$ cat config.mk
export PLATFORM = sky130hd
export DESIGN_NAME = dm_access_ctl
export DESIGN_NICKNAME = d
export VERILOG_FILES = /design/src/rtl/dm_access_ctl.sv
export SDC_FILE = /design/constraint.sdc
export NUM_CORES = 1
export LEC_CHECK = 0
export BUFFER_PORTS_ARGS = -buffer_cell sky130_fd_sc_hd__buf_2
export CAP_MARGIN = 25
export CORE_UTILIZATION = 30
export CTS_BUF_LIST = sky130_fd_sc_hd__clkbuf_8
export CTS_CLUSTER_SIZE = 10
export DETAILED_ROUTE_END_ITERATION = 16
export SYNTH_ARGS = -nofsm -noshare
export SYNTH_HDL_FRONTEND = slang
export SYNTH_SLANG_ARGS = --single-unit
$ cat constraint.sdc
create_clock -name clk -period 4.4 [get_ports clk]
set_input_delay 0.66 -clock clk [delete_from_list [all_inputs] [get_ports clk]]
set_output_delay 0.66 -clock clk [all_outputs]
set_load 0.05 [all_outputs]
$ cat src/rtl/dm_access_ctl.sv
// -----------------------------------------------------------------------------
// dm_access_ctl -- data-memory access controller
//
// Sits directly upstream of the bus-connect stage.
//   - Load/store requests arrive from the program sequencer.
//   - Access addresses arrive from the DAG.
//   - Store data arrives from the bus.
// The block runs a registered memory handshake with DM_WAIT wait states. It
// stalls the sequencer while an access is still counting down its wait states.
// The most recent load result is held on dm_bc_dt for the bus-connect input mux.
//
// Parameters
//   DW       data width (store data, load data, memory data)
//   AW       data-memory word-address width
//   DM_WAIT  wait states per access, 0..15 (0 = zero-wait memory)
//
// Optional feature (compile-time macro)
//   DM_FWD_EN  one-entry store buffer (last write address/data plus a valid bit).
//              A load-only request that hits the buffer completes at the next
//              edge, whatever DM_WAIT is. The hit never raises dm_mem_re and
//              never stalls. Without the macro, every load goes to memory.
//
// Ports
//   clk          in   system clock, all state on the rising edge
//   reset        in   synchronous, active-high reset
//   ps_dm_rd_en  in   load request; held by the sequencer while dm_ps_stall=1
//   ps_dm_wr_en  in   store request; held by the sequencer while dm_ps_stall=1
//   dg_dm_add    in   [AW] access address from the DAG
//   bc_dm_dt     in   [DW] store data from the bus
//   mem_dm_rdt   in   [DW] memory read data, valid at the completion edge
//   dm_mem_add   out  [AW] registered memory address
//   dm_mem_wdt   out  [DW] registered memory write data
//   dm_mem_re    out  registered memory read strobe
//   dm_mem_we    out  registered memory write strobe
//   dm_bc_dt     out  [DW] last load result, to bus connect
//   dm_ps_stall  out  combinational stall to the sequencer
//   dm_ps_err    out  one-cycle pulse: load and store requested together
//
// Handshake: the sequencer presents a request and keeps it steady while
// dm_ps_stall is high. A request is taken at the first rising edge where
// dm_ps_stall is low. That happens when the controller is idle, or when it is
// on the completion cycle of the previous access, so back-to-back accesses run
// with no bubble. Request inputs sampled while dm_ps_stall is high are ignored.
// -----------------------------------------------------------------------------
module dm_access_ctl #(
  parameter int DW      = 16,
  parameter int AW      = 14,
  parameter int DM_WAIT = 1
) (
  input  logic          clk,
  input  logic          reset,
  input  logic          ps_dm_rd_en,
  input  logic          ps_dm_wr_en,
  input  logic [AW-1:0] dg_dm_add,
  input  logic [DW-1:0] bc_dm_dt,
  input  logic [DW-1:0] mem_dm_rdt,
  output logic [AW-1:0] dm_mem_add,
  output logic [DW-1:0] dm_mem_wdt,
  output logic          dm_mem_re,
  output logic          dm_mem_we,
  output logic [DW-1:0] dm_bc_dt,
  output logic          dm_ps_stall,
  output logic          dm_ps_err
);

  // Wait-state reload value. DM_WAIT is limited to 0..15 so that it fits the
  // 4-bit counter.
  localparam logic [3:0] WAIT_INIT = 4'(DM_WAIT);

  typedef enum logic {
    ST_IDLE = 1'b0,
    ST_ACC  = 1'b1
  } state_t;

  state_t     state;
  logic [3:0] wcnt;

  logic req;       // any request present this cycle
  logic rd_only;   // load without a simultaneous store
  logic accept;    // a request sampled at this edge is taken
  logic complete;  // the current access finishes at this edge
  logic fwd_hit;   // load served from the store buffer instead of memory

  assign req      = ps_dm_rd_en | ps_dm_wr_en;
  assign rd_only  = ps_dm_rd_en & ~ps_dm_wr_en;
  assign accept   = (state == ST_IDLE) || (wcnt == 4'd0);
  assign complete = (state == ST_ACC) && (wcnt == 4'd0);

  // The sequencer is held only while wait states remain. On the completion
  // cycle stall is already low, so the next request is taken on that same
  // edge. With DM_WAIT=0 the stall never asserts.
  assign dm_ps_stall = (state == ST_ACC) && (wcnt != 4'd0);

`ifdef DM_FWD_EN
  logic [AW-1:0] sb_add;
  logic [DW-1:0] sb_dt;
  logic          sb_vld;
  logic          fwd_pend;  // the access in flight is a store-buffer hit

  assign fwd_hit = rd_only && sb_vld && (dg_dm_add == sb_add);

  // Every accepted store refreshes the buffer, including a store that arrives
  // together with a load. A hit that completes on the same edge as a new store
  // is accepted still sees the old buffer contents, so it returns the data
  // that was current when the load was issued.
  always_ff @(posedge clk) begin
    if (reset) begin
      sb_add <= '0;
      sb_dt  <= '0;
      sb_vld <= 1'b0;
    end else if (accept && ps_dm_wr_en) begin
      sb_add <= dg_dm_add;
      sb_dt  <= bc_dm_dt;
      sb_vld <= 1'b1;
    end
  end
`else
  assign fwd_hit = 1'b0;
`endif

  // Access FSM. All memory-side outputs are registered here.
  always_ff @(posedge clk) begin
    if (reset) begin
      // An access in flight is dropped. Its strobes fall on the next cycle and
      // nothing is captured into dm_bc_dt.
      state      <= ST_IDLE;
      wcnt       <= 4'd0;
      dm_mem_add <= '0;
      dm_mem_wdt <= '0;
      dm_mem_re  <= 1'b0;
      dm_mem_we  <= 1'b0;
      dm_bc_dt   <= '0;
      dm_ps_err  <= 1'b0;
`ifdef DM_FWD_EN
      fwd_pend   <= 1'b0;
`endif
    end else begin
      dm_ps_err <= 1'b0;

      // Load capture on the completion edge. The read strobe doubles as the
      // "pending op is a memory read" flag, so stores never touch dm_bc_dt.
      if (complete && dm_mem_re) begin
        dm_bc_dt <= mem_dm_rdt;
      end
`ifdef DM_FWD_EN
      if (complete && fwd_pend) begin
        dm_bc_dt <= sb_dt;
      end
`endif

      if (!accept) begin
        // Wait states: the strobes, address and write data stay put.
        wcnt <= wcnt - 4'd1;
      end else if (req) begin
        state      <= ST_ACC;
        wcnt       <= fwd_hit ? 4'd0 : WAIT_INIT;
        dm_mem_add <= dg_dm_add;
        // A combined load+store performs the store only and flags the error.
        dm_mem_re  <= rd_only & ~fwd_hit;
        dm_mem_we  <= ps_dm_wr_en;
        dm_ps_err  <= ps_dm_rd_en & ps_dm_wr_en;
        if (ps_dm_wr_en) begin
          dm_mem_wdt <= bc_dm_dt;
        end
`ifdef DM_FWD_EN
        fwd_pend   <= fwd_hit;
`endif
      end else if (state == ST_ACC) begin
        // Completion with no follow-on request.
        state     <= ST_IDLE;
        dm_mem_re <= 1'b0;
        dm_mem_we <= 1'b0;
`ifdef DM_FWD_EN
        fwd_pend  <= 1'b0;
`endif
      end
    end
  end

endmodule

==> metrics.md <==
| Metric | Value |
|---|---|
| Die H | 88.77 um |
| Antenna violations before repair | 0 |
| First-pass GRT wire length | 7583 um |
| HPWL after detailed placement | 3520 um |
| DRC viols | 0 |
| Postcts setup bufs | 0 |
| Clock buffer depth | 2 |
| Post-Synthesis Cells | 247 |
| Leakage | 0.001422 uW |
| Met2 Track Usage GR | 0.2126 |
| Post-synth top area cell | dfxtp_1 |
| Worst Hold Path EP | dm_mem_wdt[13] |
| Final core occ | 0.3987 |
| Sw Pwr | about 360 uW |
| Post-Route Setup TNS | 0 ns |
| Post-synth EDFFs | 0 |
| Library cells used by synthesis | 32 |
| R2R Setup Slk | slightly below 2 ns |
| I/O pin cnt | 100 |
| Sequential area share after synthesis | 0.4787 |
| Origin of the critical flop-to-flop path | wcnt[0] |
| Setup Crit Path Kind | reg -> out |
| DRT iter0 DRCs | 80 |
| Total routed wirelength | 4816 um |
| Setup slack after layout | 1.801 ns |
| CP peak stage delay | 0.48 ns |
| Skew final | roughly 0.0064 ns |
| Clk Latency, worst-skew pair | roughly 0.30 ns |
| Cell with the most instances after synthesis | nand2_1 |
| Outcome | completed |
| DIE AREA | roughly 8000 um2 |
| Max cap viols | 0 |
| Critical Path RT | around 3.7 ns |
| Initial Util | 0.3114 |
| Remaining antenna violation count | 0 |
| Area Overhead vs Synth | 28.03% |
| CP arrival | 1.94 ns |
| Min-delay worst type | reg -> reg |
| Vias in the first global route | around 1700 |
| Worst-path fanout max | 5 |
| Share of flip-flops with an asynchronous set or reset | 0 |
| Period utilization | 0.5906 |
| Slew @ Worst Pin | 1.028 ns |
| Slew HR | 0.3144 |
| Logic pwr share | 0.229 |
| Die width | 88.77 um |
| Most frequent CP cell | inv_1 |
| Synth cell count leaders | 95 x nand2_1, 54 x dfxtp_1, 47 x mux2i_1, 8 x clkbuf_1, 5 x inv_1 |
| Sequential power share | 0.500 |
| Worst reg2reg endpoint | dm_bc_dt[10] |
| # setup viols final | 0 |
| Routed vias/inst | 4.322 |
| Hold buffers post-CTS | 0 |
| CTS buffer count | 5 |
| Routed len/inst | 11.00 um |
| Top post-synthesis cells by area | dfxtp_1 48%, mux2i_1 21%, nand2_1 16% |
| M3 GR Usage | 0.03451 |
| Cell Int Power | 711.3 uW |
| Synthesized area per cell | 9.143 um2 |
| Pre-CTS setup slack | 1.950 ns |
| VDD IR max | 0.1576 mV |
| FP Rows | 31 |
| Syn nets | approximately 300 |
| Clock root buffer | clkbuf_8 |
| Fin. Hold Viols | 0 |
| Min-Delay Path Depth | 2 |
| Crit path max-delay cell type | or3b_1 |
| RSZ-0062 raised after global routing | no |
| Largest net degree at the start of global routing | 54 |
| CP Capture Type | primary output |
| Main synth FF type | dfxtp_1 |
| Max Slew Vio Count | 0 |
| Placer Congestion | between 0.7 and 0.8 |
| CTS tree | built |
| Core Area | 7253 um2 |
| CP Cell Sequence | inv_1, ha_1, or3b_1, nand2_1, inv_1, buf_2 |
| Post-synth top area share | 0.4787 |
| Total grt overflow | 0 |
| Drt pass-1 iters | 4 |
| Worst Setup Start Kind | flop |
| Post-CTS Resized | 0 |
| Top Usage Layer GRT | met2 |
| Via count | 1893 |
| Hold Crit Start | dm_mem_wdt[13] |
| Reg2reg path depth | 5 |
| Nets | 390 |
| Mapped Area | 2258 um2 |
| CTS clock-pin slew for the worst setup and hold paths | 0.11 ns |
| Synthesized flop and latch total | 54 |
| Ratio of cells with drive above 1 in the final layout | 0.3333 |
| Gr usage total | 0.1230 |
| Synth warn | 0 |
| IO buf count | 99 |
| H-tree depth | 2 |
| Num Clock Sinks | 54 |
| Met1 usage in global routing | 0.1471 |
| Power per cell area | 369.2 nW/um2 |
| Max Clk Rate | 0.3848 GHz |
| Antenna cells | 0 |
| Switch share | 0.3338 |
| Clock network power share | 0.271 |
| Tmin final | 2.599 ns |
[cell families (layout without fill, tap and decap cells)]
group           after synthesis  after routing  synth area share
simple gates                106            106            0.1873
flops                        54             54            0.4787
mux                          47             47            0.2083
buf+inv                      24            116           0.06482
compound gates               14             14           0.04987
fa+ha+maj                     2              2           0.01108
[critical path, delay by kind of cell, from the launching register on]
kind	cells	cell delay (ns)
buffers and inverters	3	0.38
flip-flops	1	0.32
adder cells (fa/ha/maj)	1	0.22
AND/OR/NAND/NOR	2	0.70
[state kept, by name (all words and copies together) (netlist names)]
register    cells
dm_mem_re       1
wcnt            4
dm_bc_dt       16
dm_mem_add     14
dm_mem_we       1
state           1
dm_ps_err       1
dm_mem_wdt     16
[worst max-delay path by stage]
stage | startpoint | endpoint | slack [ns]
final | wcnt[0] | dm_ps_stall | 1.80
after global placement | wcnt[0] | dm_bc_dt[15] | 2.05
after floorplan | wcnt[0] | dm_ps_stall | 2.36
after detailed placement | wcnt[0] | dm_bc_dt[10] | 1.95
after global routing | wcnt[0] | dm_ps_stall | 1.67
after CTS | wcnt[0] | dm_ps_stall | 1.79
[final cells by class]
| type | instances | area (um2) |
|---|---|---|
| timing repair buffer | 102 | 538.0 |
| fill | 749 | 4362 |
| clock buffer | 5 | 68.82 |
| clock inverter | 3 | 26.28 |
| multi-input combinational | 169 | 1031 |
| sequential | 54 | 1081 |
| inverter | 6 | 22.52 |
| tap | 99 | 123.9 |
[cell usage in the layout, fill, tap and decap left out]
cell type	instances
a211o_1	1
a211oi_1	1
a21boi_2	1
a21oi_1	2
a21oi_4	1
a2bb2oi_1	1
a31oi_1	1
and3_1	2
buf_12	1
buf_2	99
buf_4	1
buf_8	1
clkbuf_8	5
dfxtp_1	54
ha_1	2
inv_1	5
inv_2	1
inv_6	3
mux2i_1	47
nand2_1	95
nand2b_1	1
nand4_1	1
nor2_1	3
nor3_1	1
nor3b_1	1
nor4b_1	1
o2111ai_1	1
o211ai_1	1
o21ai_0	1
o31ai_1	3
or3b_1	1
[layer usage]
layer	up-vias	routed length, um
met4	0	19
met1	843	2226
met5	-	0
met2	59	2288
li1	989	-
met3	2	283
[power by group through the flow]
stage	sequential [uW]	combinational [uW]	clock [uW]
4_1_cts	534	246	310
6_report	534	244	290
5_1_grt	538	262	328
3_5_place_dp	545	246	0
3_3_place_gp	545	239	0
2_1_floorplan	635	98.5	0
[metrics by stage]
step                instance area (um2)  cells  hold slack (ns)  total power, uW
floorplan                          2258    247           0.4740            733.0
global placement                   2761    428           0.4385            783.7
detailed placement                 2796    430           0.4446            791.2
CTS                                2892    438           0.4628             1090
global route                       2892    438           0.4760             1128
finish                             2892    438           0.4584             1068
(Power assumes the default switching activity.)
